### src/rtl/router_pkg.sv
// Shared router types and constants for the output-port serializers.
package router_pkg;

  localparam int ROUTER_WORD_W = 32;
  localparam int NUM_PORTS     = 8;

  typedef enum logic [1:0] {
    IDLE = 2'd0,
    SEND = 2'd1,
    GAP  = 2'd2
  } tx_state_t;

endpackage

### src/rtl/port_tx_serializer.sv
// Output-port serializer: pops one FIFO word, sends it as one serial frame.
// Define PORT_TX_PARITY_EN to append an even-parity bit to every frame.
module port_tx_serializer
  import router_pkg::*;
#(
  parameter int WORD_W    = ROUTER_WORD_W,
  parameter int MIN_GAP   = 1,
  parameter int LSB_FIRST = 1
) (
  input  logic              clock,
  input  logic              reset,
  input  logic [WORD_W-1:0] payload,
  input  logic              rdy,
  input  logic              stall,
  output logic              pop,
  output logic              dout,
  output logic              valido_n,
  output logic              frameo_n
);

  localparam int CW = $clog2(WORD_W + 1);
`ifdef PORT_TX_PARITY_EN
  localparam int LAST = WORD_W;
`else
  localparam int LAST = WORD_W - 1;
`endif
  localparam logic [CW-1:0] LAST_C   = CW'(LAST);
  localparam logic [3:0]    GAP_LAST = 4'(MIN_GAP - 1);

  tx_state_t         state_q, state_d;
  logic [CW-1:0]     bit_cnt_q, bit_cnt_d;
  logic [3:0]        gap_cnt_q, gap_cnt_d;
  logic [WORD_W-1:0] shift_q, shift_d;
  logic              dout_q, dout_d;
  logic              valn_q, valn_d;
  logic              frn_q, frn_d;
`ifdef PORT_TX_PARITY_EN
  logic              par_q, par_d;
`endif

  logic              is_last;
  logic              cur_bit;
  logic              first_bit;
  logic [WORD_W-1:0] load_shift;
  logic [WORD_W-1:0] next_shift;

  assign pop      = (state_q == IDLE) & rdy & ~stall & ~reset;
  assign is_last  = (bit_cnt_q == LAST_C);
  assign dout     = dout_q;
  assign valido_n = valn_q;
  assign frameo_n = frn_q;

  // Bit 0 leaves on the pop edge, so the register holds the remainder.
  assign first_bit  = (LSB_FIRST != 0) ? payload[0] : payload[WORD_W-1];
  assign load_shift = (LSB_FIRST != 0) ? (payload >> 1) : (payload << 1);
  assign next_shift = (LSB_FIRST != 0) ? (shift_q >> 1) : (shift_q << 1);

`ifdef PORT_TX_PARITY_EN
  assign cur_bit = (bit_cnt_q == CW'(WORD_W)) ? par_q :
                   ((LSB_FIRST != 0) ? shift_q[0] : shift_q[WORD_W-1]);
`else
  assign cur_bit = (LSB_FIRST != 0) ? shift_q[0] : shift_q[WORD_W-1];
`endif

  always_ff @(posedge clock) begin
    if (reset) begin
      state_q   <= IDLE;
      bit_cnt_q <= '0;
      gap_cnt_q <= '0;
      shift_q   <= '0;
      dout_q    <= 1'b0;
      valn_q    <= 1'b1;
      frn_q     <= 1'b1;
`ifdef PORT_TX_PARITY_EN
      par_q     <= 1'b0;
`endif
    end else begin
      state_q   <= state_d;
      bit_cnt_q <= bit_cnt_d;
      gap_cnt_q <= gap_cnt_d;
      shift_q   <= shift_d;
      dout_q    <= dout_d;
      valn_q    <= valn_d;
      frn_q     <= frn_d;
`ifdef PORT_TX_PARITY_EN
      par_q     <= par_d;
`endif
    end
  end

  always_comb begin
    state_d = state_q;
    unique case (state_q)
      IDLE: if (pop) state_d = SEND;
      SEND: begin
        if (!stall && is_last)
          state_d = (MIN_GAP > 0) ? GAP : IDLE;
      end
      GAP:  if (gap_cnt_q == GAP_LAST) state_d = IDLE;
      default: state_d = IDLE;
    endcase
  end

  always_comb begin
    bit_cnt_d = bit_cnt_q;
    gap_cnt_d = gap_cnt_q;
    shift_d   = shift_q;
    dout_d    = 1'b0;
    valn_d    = 1'b1;
    frn_d     = 1'b1;
`ifdef PORT_TX_PARITY_EN
    par_d     = par_q;
`endif
    unique case (state_q)
      IDLE: begin
        if (pop) begin
          shift_d   = load_shift;
          dout_d    = first_bit;
          valn_d    = 1'b0;
          frn_d     = 1'b0;
          bit_cnt_d = CW'(1);
`ifdef PORT_TX_PARITY_EN
          par_d     = ^payload;
`endif
        end
      end
      SEND: begin
        if (stall) begin
          frn_d = 1'b0;
        end else begin
          dout_d    = cur_bit;
          valn_d    = 1'b0;
          frn_d     = is_last;
          shift_d   = next_shift;
          bit_cnt_d = is_last ? '0 : bit_cnt_q + CW'(1);
        end
      end
      GAP: begin
        gap_cnt_d = (gap_cnt_q == GAP_LAST) ? '0 : gap_cnt_q + 4'd1;
      end
      default: ;
    endcase
  end

endmodule

### config.mk
export PLATFORM = sky130hd
export DESIGN_NAME = port_tx_serializer
export DESIGN_NICKNAME = d
export VERILOG_FILES = /design/src/rtl/router_pkg.sv /design/src/rtl/port_tx_serializer.sv
export SDC_FILE = /design/constraint.sdc
export NUM_CORES = 1
export LEC_CHECK = 0
export ABC_AREA = 1
export BUFFER_PORTS_ARGS = -buffer_cell sky130_fd_sc_hd__buf_2
export CAP_MARGIN = 20
export CORE_ASPECT_RATIO = 0.9
export CORE_MARGIN = 2
export CORE_UTILIZATION = 55
export DETAILED_ROUTE_END_ITERATION = 10
export GPL_ROUTABILITY_DRIVEN = 0
export PLACE_DENSITY_LB_ADDON = 0.1
export SLEW_MARGIN = 10
export SYNTH_ARGS = -nofsm -noshare
export SYNTH_HDL_FRONTEND = slang
export SYNTH_SLANG_ARGS = --single-unit
### constraint.sdc
create_clock -name clock -period 1.9 [get_ports clock]
set_clock_uncertainty 0.2 [all_clocks]
set_input_delay 0.38 -clock clock [delete_from_list [all_inputs] [get_ports clock]]
set_output_delay 0.38 -clock clock [all_outputs]
set_load 0.05 [all_outputs]
==> impl.org <==
** Route
- The first TritonRoute pass finished after 5 iterations.
- Iteration-0 DRC Markers :: 100
- # DRC :: 0
- Total length of routed wires :: approximately 4100 µm
- Via-per-instance ratio :: 5.038
- Wire length per cell :: 10.61 µm
- Total via count in the routed design :: 1,965
- Remaining antenna violation count after routing :: 0

** GRT
- The number of global-route vias before repair is approximately 1,800.
- Across every metal layer, demand over resource in global routing totals 20.47%.
- Overflow left after global routing :: 0
- Number of antenna violations at the first check in global routing :: 0
- Entering global routing, the biggest net connects 63 pins.
- The first global-routing pass estimated about 7400 µm of wire.

** Timing
- Final setup violation count :: 0
- The worst path uses approximately 95% of the clock period.
- Normalized max-slew margin :: roughly 75%
- The number of pins with negative max-slew slack in the final report is 0.
- Fin crit period :: roughly 1.8 ns
- Worst-case hold slack :: roughly 0.14 ns
- Timing would allow up to around 560 MHz.
- The number of hold violations in the final report came to 0.
- Sum Neg Setup Slack :: 0 ns
- For the pin with the worst max-slew slack, the measured transition is around 0.37 ns.
- RSZ-0062 raised after global routing :: no

** Synth
- The share of the Yosys chip area taken by registers is 42.15%.
- Number of warnings reported in the yosys synthesis log :: 0
- Area of the mapped netlist :: 2185 µm²
- Number of synthesized flops with an enable pin :: 0
- By count the netlist is led by 54 x sky130_fd_sc_hd__nand2_1, 46 x sky130_fd_sc_hd__dfxtp_1, 45 x sky130_fd_sc_hd__inv_1.
- The number of nets in the synthesized netlist is between 300 and 400.
- Top cells by area, synth :: sky130_fd_sc_hd__dfxtp_1 42%, sky130_fd_sc_hd__o21ai_1 9.4%, sky130_fd_sc_hd__nand2_1 9.3%, sky130_fd_sc_hd__a21oi_1 8.5%, sky130_fd_sc_hd__inv_1 7.7%
- Number of synthesized register bits :: 46
- Each instance of the synthesized netlist takes up on average 7.070 µm².
- The cell count after synthesis came out at just over 300.
- For this run, the leading register cell type out of synthesis is sky130_fd_sc_hd__dfxtp_1.
- The number of different library cells used by synthesis comes to 23.
- Most instantiated library cell after synthesis :: sky130_fd_sc_hd__nand2_1
- Area fraction of the dominant cell type after synthesis :: between 40% and 50%
- Library cell occupying the most area in the post-synthesis netlist :: sky130_fd_sc_hd__dfxtp_1
- Synth async-reset ratio :: 0%

** Pwr
- Leakage power of the design :: roughly 1.1 nW
- Dividing total power by cell area gives a power density of roughly 930 nW/µm².
- Of the total power, combinational logic draws approximately 23%.
- IR analysis of the VDD net gives a maximum drop of 0.5839 mV.
- Proportion of power drawn by the clock network :: around a quarter
- Cell internal power dissipation :: ~1.6 mW
- Registers are responsible for around half of the overall power.
- Net switching share of the total power :: a little under a third
- Net switching component of the power :: roughly 700 µW

** Flow run
- Max Cap Violations :: 0

** Critical path
- Required time reported for the critical path endpoint :: 1.32 ns
- STA classifies the critical path startpoint as a flip-flop.
- Internal reg-to-reg setup slack :: ~0.31 ns
- Worst Path Class, Setup :: flip-flop to output port
- Max Fanout on Critical Path :: 4
- The worst setup path is captured at an output port.
- CP Data Arrival Time :: between 1 and 1.5 ns

** Clock network
- Once the clock tree was built, the setup fixing pass inserted 0 buffers.
- Clock slew at the register clock pins of the worst setup and hold paths :: approximately 0.08 ns
- Insertion delay to the later sink of the worst-skew pair :: approximately 0.30 ns
- In this run the number of H-tree levels came out at 2.
- CTS buffer count :: 5
- After clock tree synthesis, the flow added hold-fix buffers numbering 0.
- Root Driver :: sky130_fd_sc_hd__clkbuf_8
- Maximum buffer depth of the clock tree :: 2
- TritonCTS clock tree :: done
- Clock tree synthesis found a total of between 40 and 50 sinks.

** Outcome
- The run finished with clean final reports.

** Floorplanning
- Horizontal die dimension :: 70.43 µm
- Top Ports :: 40
- Std cell rows :: 21
- The region available for standard cell placement spans ~3800 µm².
- Measured along the y axis, the die boundary spans between 60 and 70 µm.
- Once the floorplan was initialized, standard cells occupied between 50% and 60% of the core.
- Die Outline Area :: 4493 µm²

** Layout
- Finished Core Util :: between 60% and 70%
- Of the cells placed in the final design, the portion with a size suffix greater than 1 is a little under a fifth.
- The finished layout holds 390 standard cells, fillers aside.
- The number of antenna diodes in the final layout is 0.
- At the end of the flow, the number of nets in the layout was approximately 380.
- Layout area overhead :: 12.71%

** Placement
- Detailed placement finished with a half-perimeter wire length of around 2800 µm.
- Counting tap cells, the placed design contains a total of around 380 instances.
- The count of buffers added on input and output ports is 39.

** Hold path
- The min-delay analysis places its worst path in the category input port to flip-flop.
==> stage by stage <==
step / worst slack [ns] / cell area, µm² / power (mW)
4_1_cts: 0.01575 / 2454 / 2.317
3_3_place_gp: 0.2325 / 2360 / 1.685
2_1_floorplan: 0.2731 / 2185 / 1.624
3_5_place_dp: 0.2092 / 2360 / 1.702
5_1_grt: 0.02008 / 2462 / 2.450
6_report: 0.1013 / 2462 / 2.298
==> final cells by class <==
cell class	instances	area [µm²]
Fill cell	372	1295
Clock inverter	1	5.005
Inverter	49	183.9
Timing Repair Buffer	43	231.5
Multi-Input combinational cell	198	977.2
Sequential cell	46	920.9
Clock buffer	7	86.33
Tap cell	46	57.56
==> routing by layer <==
layer  routed length (µm)  up-vias  GRT usage, %  part of all wire (%)
met5                    0        -             0                     0
met4                  103        0         10.82                   2.5
met3                  245        9         4.732                   5.9
met2                 1695       54         32.19                    41
met1                 2094      841         26.11                    51
li1                     -     1061             -                     -
==> logic make-up after synthesis <==
group	synth area share, %
simple gates	17.93
compound gates	24.46
xor+xnor	0.4010
buf+inv	13.34
fa+ha+maj	1.718
flops	42.15
==> critical path: stages (launching register included) <==
cell and delay (ns):
sky130_fd_sc_hd__dfxtp_1 0.37, sky130_fd_sc_hd__nor2_4 0.16, sky130_fd_sc_hd__nand3_1 0.13, sky130_fd_sc_hd__inv_2 0.10, sky130_fd_sc_hd__buf_6 0.16
==> worst paths after layout <==
kind	start	endpoint	depth (start not counted)
worst max register to register	bit_cnt_q[0]$_SDFFE_PP0P_	bit_cnt_q[3]$_SDFFE_PP0P_	8
worst min register to register	shift_q[20]$_SDFFE_PP0P_	shift_q[20]$_SDFFE_PP0P_	2
worst min-delay path	reset	gap_cnt_q[3]$_SDFFE_PP0N_	2
worst max-delay path	state_q[1]$_SDFFE_PP0P_	pop	4
==> state kept, by name, indices dropped and copies added, names as in the netlist <==
register	flops
bit_cnt_q	6
dout	1
frameo_n	1
gap_cnt_q	4
shift_q	31
state_q	2
valido_n	1
==> what timing repair did <==
item,4_1_cts,5_1_grt
resized for setup,1,3
pin swaps,0,0
endpoints found under the setup margin,1,1
==> power by group through the flow <==
stage | registers, mW | clock network [mW] | logic (mW)
floorplan | 1.17 | 0 | 0.450
global placement | 1.17 | 0 | 0.515
detailed placement | 1.17 | 0 | 0.527
CTS | 1.15 | 0.634 | 0.531
global route | 1.17 | 0.664 | 0.620
finish | 1.15 | 0.613 | 0.532
==> layout by cell type, fill, tap and decap left out <==
cell / count
sky130_fd_sc_hd__clkbuf_1: 1
sky130_fd_sc_hd__buf_2: 38
sky130_fd_sc_hd__nand2_2: 2
sky130_fd_sc_hd__nand3_1: 10
sky130_fd_sc_hd__nand2_4: 2
sky130_fd_sc_hd__nor2_4: 1
sky130_fd_sc_hd__nand2_1: 54
sky130_fd_sc_hd__nand2_8: 1
sky130_fd_sc_hd__buf_6: 1
sky130_fd_sc_hd__a211oi_1: 1
sky130_fd_sc_hd__nand3_2: 1
sky130_fd_sc_hd__clkbuf_8: 6
sky130_fd_sc_hd__xor2_1: 1
sky130_fd_sc_hd__o21ai_1: 41
sky130_fd_sc_hd__inv_1: 44
sky130_fd_sc_hd__buf_4: 4
sky130_fd_sc_hd__dfxtp_1: 46
sky130_fd_sc_hd__ha_1: 3
sky130_fd_sc_hd__o211ai_1: 1
sky130_fd_sc_hd__o21ai_0: 24
sky130_fd_sc_hd__clkinv_2: 1
sky130_fd_sc_hd__inv_2: 5
sky130_fd_sc_hd__a21oi_2: 1
sky130_fd_sc_hd__a21oi_1: 37
sky130_fd_sc_hd__nor2_1: 18
(Power assumes the default switching activity.)
